### config.mk
export PLATFORM = sky130hd
export DESIGN_NAME = fb_reader_flat
export DESIGN_NICKNAME = d
export VERILOG_FILES = /design/src/rtl/fb_reader_pkg.sv /design/src/rtl/fb_reader_if.sv /design/src/rtl/fb_reader_skid_fifo.sv /design/src/rtl/fb_reader.sv /design/src/flat_wrapper.sv
export SDC_FILE = /design/constraint.sdc
export NUM_CORES = 1
export LEC_CHECK = 0
export CORE_MARGIN = 2
export CORE_UTILIZATION = 45
export DETAILED_ROUTE_END_ITERATION = 10
export PLACE_DENSITY_LB_ADDON = 0.3
export SLEW_MARGIN = 20
export SYNTH_ARGS = -nofsm -noshare
export SYNTH_HDL_FRONTEND = slang
export SYNTH_SLANG_ARGS = --single-unit
### constraint.sdc
create_clock -name clk -period 2.3 [get_ports clk]
set_input_delay 0.46 -clock clk [delete_from_list [all_inputs] [get_ports clk]]
set_output_delay 0.46 -clock clk [all_outputs]
set_load 0.005 [all_outputs]
### src/rtl/fb_reader_pkg.sv
// Shared types and defaults for the frame-buffer read path.
// Package name fb_pkg; imported by fb_reader and fb_skid_fifo.
package fb_pkg;

  localparam int H_ACTIVE_DEF = 640;
  localparam int V_ACTIVE_DEF = 480;
  localparam int FRAME_PIXELS = H_ACTIVE_DEF * V_ACTIVE_DEF;
  localparam int ADDR_W_DEF   = 19;
  localparam int DATA_W_DEF   = 8;

  typedef enum logic [1:0] {
    IDLE,
    RUN,
    DRAIN
  } state_t;

  // One output beat: markers travel with the pixel through the FIFO.
  typedef struct packed {
    logic                  sof;
    logic                  eol;
    logic [DATA_W_DEF-1:0] data;
  } beat_t;

  // Largest even line index below n (last line visited by a 2x2 scan).
  function automatic int last_even(input int n);
    return ((n - 1) / 2) * 2;
  endfunction

endpackage

### src/rtl/fb_reader_if.sv
// Frame-reader bus: control, frame-buffer read port and pixel stream.
// master = reader side, slave = environment (buffer + downstream).
interface fb_reader_if #(
  parameter int ADDR_W = fb_pkg::ADDR_W_DEF,
  parameter int DATA_W = fb_pkg::DATA_W_DEF
);
  logic              start;
  logic              busy;
  logic              done;
  logic              rd_en;
  logic [ADDR_W-1:0] rd_addr;
  logic [DATA_W-1:0] rd_data;
  logic              m_valid;
  logic              m_ready;
  logic [DATA_W-1:0] m_data;
  logic              m_sof;
  logic              m_eol;

  modport master (
    input  start, rd_data, m_ready,
    output busy, done, rd_en, rd_addr, m_valid, m_data, m_sof, m_eol
  );

  modport slave (
    output start, rd_data, m_ready,
    input  busy, done, rd_en, rd_addr, m_valid, m_data, m_sof, m_eol
  );
endinterface

### src/rtl/fb_reader_skid_fifo.sv
// Two-entry output FIFO for fb_reader with fall-through on empty:
// a beat pushed while the FIFO is empty is visible at the head in the
// same cycle, so a continuously ready consumer never lets it fill.
module fb_skid_fifo
  import fb_pkg::*;
#(
  parameter type beat_t = fb_pkg::beat_t
) (
  input  logic       clk,
  input  logic       rst,
  input  logic       push,
  input  beat_t      push_beat,
  input  logic       pop,
  output beat_t      head,
  output logic [1:0] count,
  output logic       empty
);

  beat_t mem [2];
  logic  wr_ptr;
  logic  rd_ptr;
  logic  store;
  logic  drop;

  // Head selection and storage/retire decisions.
  always_comb begin
    empty = (count == 2'd0) && !push;
    store = push && !((count == 2'd0) && pop);
    drop  = pop && (count != 2'd0);
    if (count != 2'd0)
      head = mem[rd_ptr];
    else if (push)
      head = push_beat;
    else
      head = '0;
  end

  // Occupancy and pointers.
  always_ff @(posedge clk) begin
    if (rst) begin
      count  <= '0;
      wr_ptr <= 1'b0;
      rd_ptr <= 1'b0;
    end else begin
      count <= count + {1'b0, push} - {1'b0, pop};
      if (store) wr_ptr <= ~wr_ptr;
      if (drop)  rd_ptr <= ~rd_ptr;
    end
  end

  // Storage array (contents are don't-care while count says empty).
  always_ff @(posedge clk) begin
    if (store) mem[wr_ptr] <= push_beat;
  end

endmodule

### src/rtl/fb_reader.sv
// Frame-buffer read master: raster-scans one frame per start pulse and
// re-emits the 1-cycle-latency read data as a valid/ready pixel stream.
// Optional 2x2 decimation when FB_READER_DECIMATE_EN is defined.
module fb_reader
  import fb_pkg::*;
#(
  parameter int H_ACTIVE = H_ACTIVE_DEF,
  parameter int V_ACTIVE = V_ACTIVE_DEF,
  parameter int ADDR_W   = ADDR_W_DEF,
  parameter int DATA_W   = DATA_W_DEF
) (
  input logic        clk,
  input logic        rst,
  fb_reader_if.master bus
);

`ifdef FB_READER_DECIMATE_EN
  localparam int X_STEP    = 2;
  localparam int Y_STEP    = 2;
  localparam int X_LAST    = H_ACTIVE - 2;
  localparam int Y_LAST    = last_even(V_ACTIVE);
  // From (H-2, y) to (0, y+2): rest of this line plus one skipped line.
  localparam int LINE_JUMP = H_ACTIVE + 2;
`else
  localparam int X_STEP    = 1;
  localparam int Y_STEP    = 1;
  localparam int X_LAST    = H_ACTIVE - 1;
  localparam int Y_LAST    = V_ACTIVE - 1;
  localparam int LINE_JUMP = 1;
`endif

  typedef struct packed {
    logic              sof;
    logic              eol;
    logic [DATA_W-1:0] data;
  } pix_t;

  state_t            state;
  state_t            state_n;
  logic [ADDR_W-1:0] addr;
  logic [ADDR_W-1:0] x;
  logic [ADDR_W-1:0] y;
  logic              rd_en;
  logic              inflight;
  logic              sof_q;
  logic              eol_q;
  logic              done_n;
  logic              done_q;
  logic              pix_sof;
  logic              pix_eol;
  logic              last_pix;
  logic [2:0]        credit;

  pix_t              push_beat;
  pix_t              head;
  logic [1:0]        fifo_count;
  logic              fifo_empty;
  logic              pop;

  // Markers for the pixel at the current scan position.
  always_comb begin
    pix_sof  = (x == '0) && (y == '0);
    pix_eol  = (x == ADDR_W'(X_LAST));
    last_pix = pix_eol && (y == ADDR_W'(Y_LAST));
  end

  // Next state, read issue (credit-gated) and done request.
  always_comb begin
    state_n = state;
    rd_en   = 1'b0;
    done_n  = 1'b0;
    // Only registered terms, so m_ready never reaches rd_en.
    credit  = {1'b0, fifo_count} + {2'b00, inflight};
    case (state)
      IDLE: begin
        if (bus.start) state_n = RUN;
      end
      RUN: begin
        rd_en = (credit < 3'd2);
        if (rd_en && last_pix) state_n = DRAIN;
      end
      DRAIN: begin
        if (!inflight && (fifo_count == 2'd0)) begin
          state_n = IDLE;
          done_n  = 1'b1;
        end
      end
      default: state_n = IDLE;
    endcase
  end

  // FSM state register.
  always_ff @(posedge clk) begin
    if (rst) state <= IDLE;
    else     state <= state_n;
  end

  // Scan counters: zeroed on an accepted start, advanced per issued read,
  // parked on the last pixel so rd_addr never runs past the frame.
  always_ff @(posedge clk) begin
    if (rst) begin
      addr <= '0;
      x    <= '0;
      y    <= '0;
    end else if ((state == IDLE) && bus.start) begin
      addr <= '0;
      x    <= '0;
      y    <= '0;
    end else if (rd_en && !last_pix) begin
      if (pix_eol) begin
        x    <= '0;
        y    <= y + ADDR_W'(Y_STEP);
        addr <= addr + ADDR_W'(LINE_JUMP);
      end else begin
        x    <= x + ADDR_W'(X_STEP);
        addr <= addr + ADDR_W'(X_STEP);
      end
    end
  end

  // Read pipeline: markers follow the address so they meet rd_data.
  always_ff @(posedge clk) begin
    if (rst) begin
      inflight <= 1'b0;
      sof_q    <= 1'b0;
      eol_q    <= 1'b0;
      done_q   <= 1'b0;
    end else begin
      inflight <= rd_en;
      sof_q    <= pix_sof;
      eol_q    <= pix_eol;
      done_q   <= done_n;
    end
  end

  // Returned beat and downstream pop.
  always_comb begin
    push_beat.sof  = sof_q;
    push_beat.eol  = eol_q;
    push_beat.data = bus.rd_data;
    pop            = !fifo_empty && bus.m_ready;
  end

  fb_skid_fifo #(
    .beat_t(pix_t)
  ) u_fifo (
    .clk      (clk),
    .rst      (rst),
    .push     (inflight),
    .push_beat(push_beat),
    .pop      (pop),
    .head     (head),
    .count    (fifo_count),
    .empty    (fifo_empty)
  );

  assign bus.busy    = (state != IDLE);
  assign bus.done    = done_q;
  assign bus.rd_en   = rd_en;
  assign bus.rd_addr = addr;
  assign bus.m_valid = !fifo_empty;
  assign bus.m_data  = head.data;
  assign bus.m_sof   = head.sof;
  assign bus.m_eol   = head.eol;

endmodule

### src/flat_wrapper.sv
// flat-port wrapper written by rule: the top's interface ports become plain ports
module fb_reader_flat import fb_pkg::*;
#(
  parameter int H_ACTIVE = H_ACTIVE_DEF,
  parameter int V_ACTIVE = V_ACTIVE_DEF,
  parameter int ADDR_W   = ADDR_W_DEF,
  parameter int DATA_W   = DATA_W_DEF
)
  (clk, rst, bus_start, bus_rd_data, bus_m_ready, bus_busy, bus_done, bus_rd_en, bus_rd_addr, bus_m_valid, bus_m_data, bus_m_sof, bus_m_eol);
  fb_reader_if #(.ADDR_W(ADDR_W), .DATA_W(DATA_W)) bus_i ();
  input logic clk;
  input logic rst;
  input wire logic [$bits(bus_i.start)-1:0] bus_start;
  input wire logic [$bits(bus_i.rd_data)-1:0] bus_rd_data;
  input wire logic [$bits(bus_i.m_ready)-1:0] bus_m_ready;
  output wire logic [$bits(bus_i.busy)-1:0] bus_busy;
  output wire logic [$bits(bus_i.done)-1:0] bus_done;
  output wire logic [$bits(bus_i.rd_en)-1:0] bus_rd_en;
  output wire logic [$bits(bus_i.rd_addr)-1:0] bus_rd_addr;
  output wire logic [$bits(bus_i.m_valid)-1:0] bus_m_valid;
  output wire logic [$bits(bus_i.m_data)-1:0] bus_m_data;
  output wire logic [$bits(bus_i.m_sof)-1:0] bus_m_sof;
  output wire logic [$bits(bus_i.m_eol)-1:0] bus_m_eol;
  assign bus_i.start = bus_start;
  assign bus_i.rd_data = bus_rd_data;
  assign bus_i.m_ready = bus_m_ready;
  assign bus_busy = bus_i.busy;
  assign bus_done = bus_i.done;
  assign bus_rd_en = bus_i.rd_en;
  assign bus_rd_addr = bus_i.rd_addr;
  assign bus_m_valid = bus_i.m_valid;
  assign bus_m_data = bus_i.m_data;
  assign bus_m_sof = bus_i.m_sof;
  assign bus_m_eol = bus_i.m_eol;
  fb_reader #(.H_ACTIVE(H_ACTIVE), .V_ACTIVE(V_ACTIVE), .ADDR_W(ADDR_W), .DATA_W(DATA_W)) u_core (.clk(clk), .rst(rst), .bus(bus_i));
endmodule
# --- Word level (Yosys, flattened, before mapping) ---
# Memories as Yosys holds them, arrays and structs flattened. A register that Yosys moved wholly into a read port is not among the register bits.
# Cells that the tools add are included.
totals:
  ff_bits: 67
  ramBits: 20
  inputBits: 12
  memories: 1
mem_list:
  columns: ["name", "depth", "width", "read_ports", "rd_clocked_by_memory_dff", "wr", "line_no", "rtl"]
  rows:
  - ["u_core.u_fifo.mem", 2, 10, 1, 1, 1, "fb_reader_skid_fifo.sv:19", "beat_t mem [2];"]
op_classes:
  addsub: 6
  order_cmp: 1
  n_eq_ne: 7
  mux: 13
  bitwise_logic: 3
  reduce_logical: 24
ops:
  columns: ["op", "count"]
  rows:
  - ["19-bit by 1-bit adder with 19-bit output (second input constant)", 3]
  - ["19-bit zero test", 2]
  - ["10-bit 2-to-1 mux", 2]
  - ["19-bit by 10-bit equality test with 1-bit output (second input constant)", 1]
  - ["19-bit by 9-bit equality test with 1-bit output (second input constant)", 1]
  - ["19-bit 2-to-1 mux", 1]
  - ["1-bit logical AND", 10]
  - ["1-bit 2-to-1 mux", 6]
  - ["2-bit 2-to-1 mux", 3]
  - ["2-bit case mux with 3 select lines", 1]
  - ["1-bit zero test", 4]
  - ["2-bit zero test", 2]
  - ["2-bit by 1-bit != test with 1-bit output (second input constant)", 2]
  - ["2-bit nonzero test", 2]
  - ["2-bit OR reduction", 2]
  - ["2-bit by 1-bit adder with 3-bit output", 1]
  - ["3-bit by 2-bit < comparator with 1-bit output (second input constant)", 1]
  - ["1-bit NOT", 3]
  - ["3-bit AND reduction", 1]
  - ["2-bit by 1-bit adder with 2-bit output", 1]
  - ["2-bit by 1-bit equality test with 1-bit output (second input constant)", 1]
  - ["2-bit equality test (second input constant)", 1]
  - ["2-bit != test (second input constant)", 1]
  - ["2-bit AND reduction", 1]
  - ["2-bit by 1-bit subtractor with 2-bit output", 1]

# --- Longest topological paths before layout ---
# Gate-level depths: netlist (run 1).
depth:
  ltp_word: 9
  depth_mapped: 9
  ltp_nobuf: 9

# --- Modules after synthesis ---
# Synthesis (run 1) repeated with hierarchy kept, for this count alone.
unflattened:
  cells_unflattened: 457
  area_unflattened_um2: 4290.4
modules_own_cells:
  columns: ["mod", "n_inst", "cells_per_inst", "area_each_um2", "seq_area_each_um2"]
  rows:
  - ["fb_reader", 1, 378, 3228.1, 1261.2]
  - ["fb_skid_fifo", 1, 79, 1062.3, 700.7]

# --- Worst setup path before layout (run 1) ---
# Ideal clock, no wire load.
synth_path:
  kind: "reg2reg"
  startpoint: "register u_core.x[12]"
  endpoint: "register u_core.x[0]"
  setup_ns: 0.101
  arrival_time_ns: 1.756
  setup_slack_ns: 0.443
  path_stages_with_launch: 9
  synth_period_minus_slack_ns: 1.857
  cell_sequence: "dfxtp_1 buf_6 nor4_1 nand3_1 nor4_4 buf_4 buf_4 o211ai_1 o41ai_1"
synth_between:
  elab_chain_len: 4
  word_cells_on_any_way: 5
  cone_classes: "1 x eq/ne; 1 x mux; 3 x reduce/logical"
synth_rtl:
  columns: ["element", "line_no", "rtl"]
  rows:
  - ["start: declaration", "fb_reader.sv:41", "logic [ADDR_W-1:0] x;"]
  - ["start signal: assignment", "fb_reader.sv:115", "x <= x + ADDR_W'(X_STEP);"]
  - ["19-bit by 10-bit equality test with 1-bit output (*)", "fb_reader.sv:63", "pix_eol = (x == ADDR_W'(X_LAST));"]
  - ["1-bit logical AND", "fb_reader.sv:64", "last_pix = pix_eol && (y == ADDR_W'(Y_LAST));"]
  - ["1-bit zero test", "fb_reader.sv:109", "end else if (rd_en && !last_pix) begin"]
  - ["1-bit logical AND", "fb_reader.sv:109", null]
# Mark *: on every way between the ends. The rest lies on a longest branch, timed or not.
# A chain may end at the register's enable or synchronous reset.

# --- Final worst setup path (run 1) ---
layout_path:
  startpoint: "register u_core.u_fifo.count[1]"
  endpoint: "output port bus_m_data[1]"
layout_between:
  elab_chain_len: 2
layout_rtl:
  columns: ["element", "line_no", "rtl"]
  rows:
  - ["start: declaration", "fb_reader_skid_fifo.sv:15", "output logic [1:0] count,"]
  - ["start signal: assignment", "fb_reader_skid_fifo.sv:45", "count <= count + {1'b0, push} - {1'b0, pop};"]
  - ["2-bit nonzero test", "fb_reader_skid_fifo.sv:30", "if (count != 2'd0)"]
  - ["10-bit 2-to-1 mux", "fb_reader_skid_fifo.sv:30", null]
  - ["end: declaration", "flat_wrapper.sv:21", "output wire logic [$bits(bus_i.m_data)-1:0] bus_m_data;"]
# Every way passes these cells.

==> results of run 1 <==
[state kept, by name, summed over array words and instances, names as in the netlist, named ones only]
signal and cells:
u_core.u_fifo.rd_ptr 1, u_core.x 19, u_core.bus.rd_addr 19, u_core.bus.done 1
u_core.u_fifo.count 2, u_core.eol_q 1, u_core.inflight 1, u_core.state 2
u_core.sof_q 1, u_core.y 19, u_core.u_fifo.wr_ptr 1, u_core.u_fifo.mem 20
[Yosys cell counts]
cell | n | area share [%]
and4_1 | 6 | 1.2
a22oi_1 | 1 | 0.17
and2_1 | 4 | 0.58
inv_1 | 12 | 1.0
o21ba_2 | 1 | 0.23
or3_1 | 22 | 3.2
buf_4 | 4 | 0.69
nor4_4 | 1 | 0.49
ha_1 | 7 | 2.0
xnor2_1 | 2 | 0.40
nor2_1 | 21 | 1.8
edfxtp_1 | 20 | 14
o21ai_0 | 28 | 3.2
buf_2 | 4 | 0.46
o2111ai_2 | 1 | 0.35
nor3_1 | 11 | 1.3
a31o_2 | 1 | 0.20
o2111ai_1 | 1 | 0.20
o21ai_1 | 3 | 0.35
nor4b_1 | 2 | 0.40
a211oi_1 | 1 | 0.17
inv_2 | 2 | 0.17
o2111a_1 | 1 | 0.26
dfxtp_1 | 68 | 31
xor2_1 | 3 | 0.61
nor4_1 | 6 | 0.87
nand3_1 | 30 | 3.5
o31ai_1 | 25 | 4.3
buf_6 | 3 | 0.78
nand2_1 | 34 | 2.9
o41ai_1 | 1 | 0.20
a2111o_1 | 1 | 0.26
mux2i_1 | 13 | 3.0
o21a_1 | 1 | 0.17
nand4_1 | 27 | 3.9
a21oi_1 | 47 | 5.4
a21o_1 | 2 | 0.35
o211ai_1 | 6 | 1.0
or4_1 | 29 | 5.0
nor2b_1 | 2 | 0.29
and3_1 | 8 | 1.2
clkbuf_1 | 20 | 1.7
nor4_2 | 1 | 0.29
[stage by stage]
step	setup slack, ns	instance area [um^2]	util (%)
floorplan	0.4432	4334	-
global placement	0.1732	5030	54.18
detailed placement	0.1422	5030	54.18
CTS	0.03117	5280	56.87
global route	0.001205	5336	57.48
finish	0.1300	5336	57.48
[final timing paths]
kind                                                     endpoint  cells after the start
worst max register to register           u_core.x[8]$_SDFFE_PP0P_                      8
worst min-delay path            u_core.u_fifo.mem[1][8]$_DFFE_PP_                      0
worst max-delay path                                bus_m_data[1]                      5
worst min register to register  u_core.u_fifo.mem[1][8]$_DFFE_PP_                      0
[where the power goes]
part	switching [mW]	internal [mW]
Combinational	0.431	0.425
Clock	0.555	0.604
Sequential	0.0575	1.65
Total	1.04	2.68
[cell type report]
class	instances	area, um^2	share of cell area [%]
tap	129	161.4	3.025
clock inverter	3	47.55	0.8910
multi-input combinational	350	2197	41.17
inverter	14	52.55	0.9848
clock buffer	13	170.2	3.189
sequential	88	1966	36.83
timing repair buffer	80	742.0	13.90
[metal layers]
layer	vias to the layer above	global-route usage, %	routed length [um]
li1	1975	-	-
met1	1913	26.25	4698
met2	113	34.41	5165
met3	18	4.514	553
met4	0	5.744	150
met5	-	0	0
[worst max-delay path, delay by kind of cell, from the launching register on]
kind            cells  cell delay, ns
simple gates        2            0.23
flops               1            0.37
compound gates      1            0.08
buf+inv             2            0.68
[cells by family after synthesis]
logic type	Yosys count
mux	13
fa+ha+maj	7
buf+inv	45
simple gates	204
xor+xnor	5
flops	88
compound gates	121
[what timing repair did]
action,4_1_cts,5_1_grt
setup endpoints to repair,3,23
resized for setup,6,11
setup buffers,2,0
cloned,1,1
pin swaps,1,1
==> run_results.csv, run 1 <==
group,metric,value,unit
run_status,outcome,"complete, no violations",
clock_tree,cts_made_buffers,9,
timing,max_clock_freq,460.8,MHz
setup_path,critPathCaptureType,"output port",
cells_and_area,filler_cell_count,861,
clock_tree,cts_tree,"built",
power_and_ir_drop,leakage,1.779,nW
global_route,grt_pass1_vias,3570,
cells_and_area,n_antenna_cell,0,
power_and_ir_drop,powerDensity,697.7,nW/um^2
floorplan,die_area,10430,um^2
setup_path,cpMaxStageDelayCell,"clkdlybuf4s50_1",
setup_path,r2r_slack,0.14,ns
timing,post-route-min-period,2.170,ns
detailed_routing,drt-total-wl,10570,um
yosys,synthSimpleGateAreaFrac,26.88,%
setup_path,reg2reg_from,"u_core.y[0]$_SDFFE_PP0P_",
yosys,ys_ff_latch,88,
clock_tree,clkTransAtPathRegs,0.09,ns
yosys,synth_area_per_cell,8.973,um^2
detailed_routing,viasPerCell,5.936,
yosys,yosysSeqAreaShare,45.27,%
power_and_ir_drop,irDropWorstVdd,0.3660,mV
timing,relSlewSlack,66.86,%
cells_and_area,finalNonFillerCells,677,
timing,hold_ws,0.4653,ns
global_route,grt_antenna_before_repair,0,
timing,setup_viol,0,
worst_hold_path,hp-start,"u_core.eol_q$_SDFF_PP0_",
setup_path,setup.worst_path.class,"reg2out",
cells_and_area,drive_gt1_share,11.86,%
floorplan,die_h,102.1,um
timing,rsz0062_at_grt,"false",
yosys,ys_warn_count,0,
yosys,synthesis.area,4334,um^2
timing,fin_worst_skew,0.01437,ns
cells_and_area,final_common_cell,"dfxtp_1",
setup_path,cp.required,1.84,ns
clock_tree,htreeDepth,3,
floorplan,ioPinCount,45,
setup_path,startpoint,"u_core.u_fifo.count[1]$_SDFF_PP0_",
detailed_routing,vias,4019,
yosys,synthCells,483,
floorplan,die_x,102.1,um
clock_tree,cts_sinks,88,
global_route,grt_pass1_wl,16960,um
setup_path,crit_arrival,1.71,ns
timing,timing.final.crit_share,94.35,%
floorplan,coreArea,9284,um^2
setup_path,crit_path_max_incr_delay,0.52,ns
yosys,synth_top_family_by_area,"simple AND/OR/NAND/NOR gates",
yosys,synth_cell_types,43,
global_route,track_usage,20.33,%
placed_design,numPlacedInstances,657,
yosys,synthMuxAreaShare,3.002,%
timing,worstMarginPinSlew,0.4971,ns
yosys,synth_xor_area_share,1.010,%
clock_tree,cts_buffer_depth,2,
setup_path,path_max_fanout,11,
detailed_routing,drc,0,
placed_design,hpwl,7018,um
cells_and_area,mostFrequentLayoutCells,"dfxtp_1 (65), a21oi_1 (46), clkdlybuf4s50_1 (39), nand2_1 (33), buf_4 (32)",
floorplan,row_count,35,
detailed_routing,drtIter0Drc,246,
detailed_routing,dr.pass1.iters,5,
timing,drv_slew,0,
yosys,synth_compound_area_share,16.95,%
detailed_routing,drtAntennaViolNets,0,
timing,tns,0,ns
global_route,grt.overflow.total,0,
clock_tree,holdBufCountCts,0,
setup_path,cp_cell_sequence,"nor2_4 -> buf_6 -> nand3_1 -> o21ai_0 -> clkdlybuf4s50_1",
timing,hold_viol,0,
detailed_routing,wl_per_cell,15.61,um
cells_and_area,final_nets,562,
clock_tree,clock_latency,0.36,ns
yosys,synth_fp_nets,502,
placed_design,io_buffers,44,
setup_path,start_kind,"register",
power_and_ir_drop,finalPower,3.723,mW
floorplan,initial_core_util,46.68,%
placed_design,gp_congestion,0.9502,
worst_hold_path,hold_path.class,"reg2reg",
cells_and_area,area_growth,23.12,%
flow_run,cap_violations,0,
global_route,grt_max_degree,68,
yosys,yosys.area_share.adder,2.021,%
clock_tree,cts_root_buf,"clkbuf_8",
Note: power is estimated with default switching activity, not from simulation.
==> inputs of run 2 (changes only) <==
==> constraint.sdc (replaced) <==
create_clock -name clk -period 2.3 [get_ports clk]
set_input_delay 0.23 -clock clk [delete_from_list [all_inputs] [get_ports clk]]
set_output_delay 0.23 -clock clk [all_outputs]
set_load 0.005 [all_outputs]
==> run_results.csv, run 2 (synthesis results as in run 1) <==
group,metric,value,unit
timing,relSlewSlack,69.30,%
setup_path,cpMaxStageDelayCell,"clkdlybuf4s50_1",
timing,worstMarginPinSlew,0.4605,ns
floorplan,die_area,10430,um^2
setup_path,crit_path_max_incr_delay,0.55,ns
detailed_routing,drc,0,
cells_and_area,final_common_cell,"dfxtp_1",
setup_path,critPathCaptureType,"output port",
clock_tree,clock_latency,0.36,ns
setup_path,r2r_slack,0.15,ns
setup_path,path_max_fanout,8,
timing,post-route-min-period,2.192,ns
worst_hold_path,min_path_cells,0,
cells_and_area,top_register,"u_core.u_fifo.mem",
global_route,track_usage,19.63,%
clock_tree,cts_made_buffers,9,
power_and_ir_drop,irDropWorstVdd,0.3485,mV
power_and_ir_drop,powerDensity,683.6,nW/um^2
timing,tns,0,ns
setup_path,startpoint,"u_core.state[0]$_SDFFE_PP0P_",
detailed_routing,vias,3942,
timing,rsz0062_at_grt,"false",
floorplan,row_count,35,
placed_design,numPlacedInstances,648,
detailed_routing,drtAntennaViolNets,0,
clock_tree,cts_root_buf,"clkbuf_8",
setup_path,cp-endpoint,"bus_rd_en",
setup_path,regToRegEndpoint,"u_core.x[13]$_SDFFE_PP0P_",
detailed_routing,viasPerCell,5.937,
cells_and_area,drive_gt1_share,8.411,%
global_route,grt_pass1_wl,16520,um
detailed_routing,wl_per_cell,14.99,um
clock_tree,clkTransAtPathRegs,0.09,ns
clock_tree,holdBufCountCts,0,
detailed_routing,dr.pass1.iters,5,
floorplan,ioPinCount,45,
floorplan,die_x,102.1,um
timing,max_clock_freq,456.3,MHz
run_status,outcome,"complete, no violations",
setup_path,reg2reg_from,"u_core.state[0]$_SDFFE_PP0P_",
floorplan,coreArea,9284,um^2
clock_tree,cts_sinks,88,
clock_tree,cts_buffer_depth,2,
placed_design,gp_congestion,0.8580,
placed_design,postPlaceCellArea,4962,um^2
placed_design,io_buffers,44,
placed_design,hpwl,6919,um
setup_path,reg2reg_depth,7,
cells_and_area,n_antenna_cell,0,
cells_and_area,largest_reg_flops,20,
global_route,grt.overflow.total,0,
power_and_ir_drop,leakage,1.616,nW
global_route,grt_antenna_before_repair,0,
cells_and_area,finalNonFillerCells,664,
global_route,grt_max_degree,68,
floorplan,die_h,102.1,um
cells_and_area,final_area,5169,um^2
worst_hold_path,hold_path.class,"reg2reg",
cells_and_area,final_nets,549,
flow_run,cap_violations,0,
setup_path,crit_top_cell,"inv_2",
timing,drv_slew,0,
timing,timing.final.crit_share,95.29,%
timing,fin_worst_skew,0.01668,ns
setup_path,cp.required,2.07,ns
global_route,grt_pass1_vias,3540,
cells_and_area,area_growth,19.26,%
clock_tree,htreeDepth,3,
detailed_routing,drtIter0Drc,273,
floorplan,initial_core_util,46.68,%
cells_and_area,mostFrequentLayoutCells,"dfxtp_1 (67), a21oi_1 (47), clkdlybuf4s50_1 (44), nand2_1 (34), nand3_1 (30)",
clock_tree,cts_tree,"built",
setup_path,start_kind,"register",
setup_path,setup.worst_path.class,"reg2out",
timing,hold_viol,0,
setup_path,crit_arrival,1.96,ns
detailed_routing,drt-total-wl,9955,um
setup_path,cp_cell_sequence,"inv_2 -> a2111o_1 -> inv_2 -> clkdlybuf4s50_1",
timing,setup_viol,0,
[run 2: final cells by class]
cell class / instances / area, um^2
fill: 872 / 4115
multi-input combinational: 350 / 2178
sequential: 88 / 1963
timing repair buffer: 67 / 625.6
tap: 129 / 161.4
clock buffer: 12 / 135.1
clock inverter: 4 / 52.55
inverter: 14 / 52.55
[run 2: worst min path at each step]
| stage | start | end | slack [ns] |
|---|---|---|---|
| final | u_core.sof_q$_SDFF_PP0_ | u_core.u_fifo.mem[0][9]$_DFFE_PP_ | 0.46 |
| after global routing | u_core.sof_q$_SDFF_PP0_ | u_core.u_fifo.mem[0][9]$_DFFE_PP_ | 0.49 |
| after detailed placement | u_core.sof_q$_SDFF_PP0_ | u_core.u_fifo.mem[1][9]$_DFFE_PP_ | 0.45 |
| after CTS | u_core.sof_q$_SDFF_PP0_ | u_core.u_fifo.mem[0][9]$_DFFE_PP_ | 0.46 |
| after global placement | u_core.eol_q$_SDFF_PP0_ | u_core.u_fifo.mem[1][8]$_DFFE_PP_ | 0.44 |
| after floorplan | rst | u_core.inflight$_SDFF_PP0_ | 0.31 |
[run 2: report_power, final]
part / internal (mW) / leakage (nW) / switching [mW] / total (mW)
clock: 0.509 / 0.0915 / 0.535 / 1.04
sequential: 1.65 / 0.732 / 0.0766 / 1.72
combinational: 0.392 / 0.793 / 0.373 / 0.765
[run 2: timing repair]
action	CTS	global route
setup endpoints to repair	0	12
setup buffers	0	0
resized for setup	0	3
[run 2: through the flow]
stage / power (mW) / hold WS, ns / setup slack [ns] / util, %
3_5_place_dp: 2.531 / 0.4507 / 0.08265 / 53.45
5_1_grt: 3.707 / 0.4901 / 0.004673 / 55.67
2_1_floorplan: 2.152 / 0.3139 / 0.4432 / -
3_3_place_gp: 2.508 / 0.4352 / 0.1679 / 53.45
6_report: 3.533 / 0.4596 / 0.1084 / 55.67
4_1_cts: 3.566 / 0.4645 / 0.04934 / 55.47
[run 2: worst max-delay path, delay by kind of cell, from the launching register on]
kind            cells  cell delay (ns)
flops               1             0.42
compound gates      1             0.40
buf+inv             3             0.79
[run 2: layer usage]
metal  global-route usage, %  up-vias  share of wire (%)
li1                        -     1948                  -
met1                   26.16     1870                 45
met2                   32.89      110                 49
met3                   2.462       14                4.5
met4                   7.077        0                1.4
met5                       0        -                  0
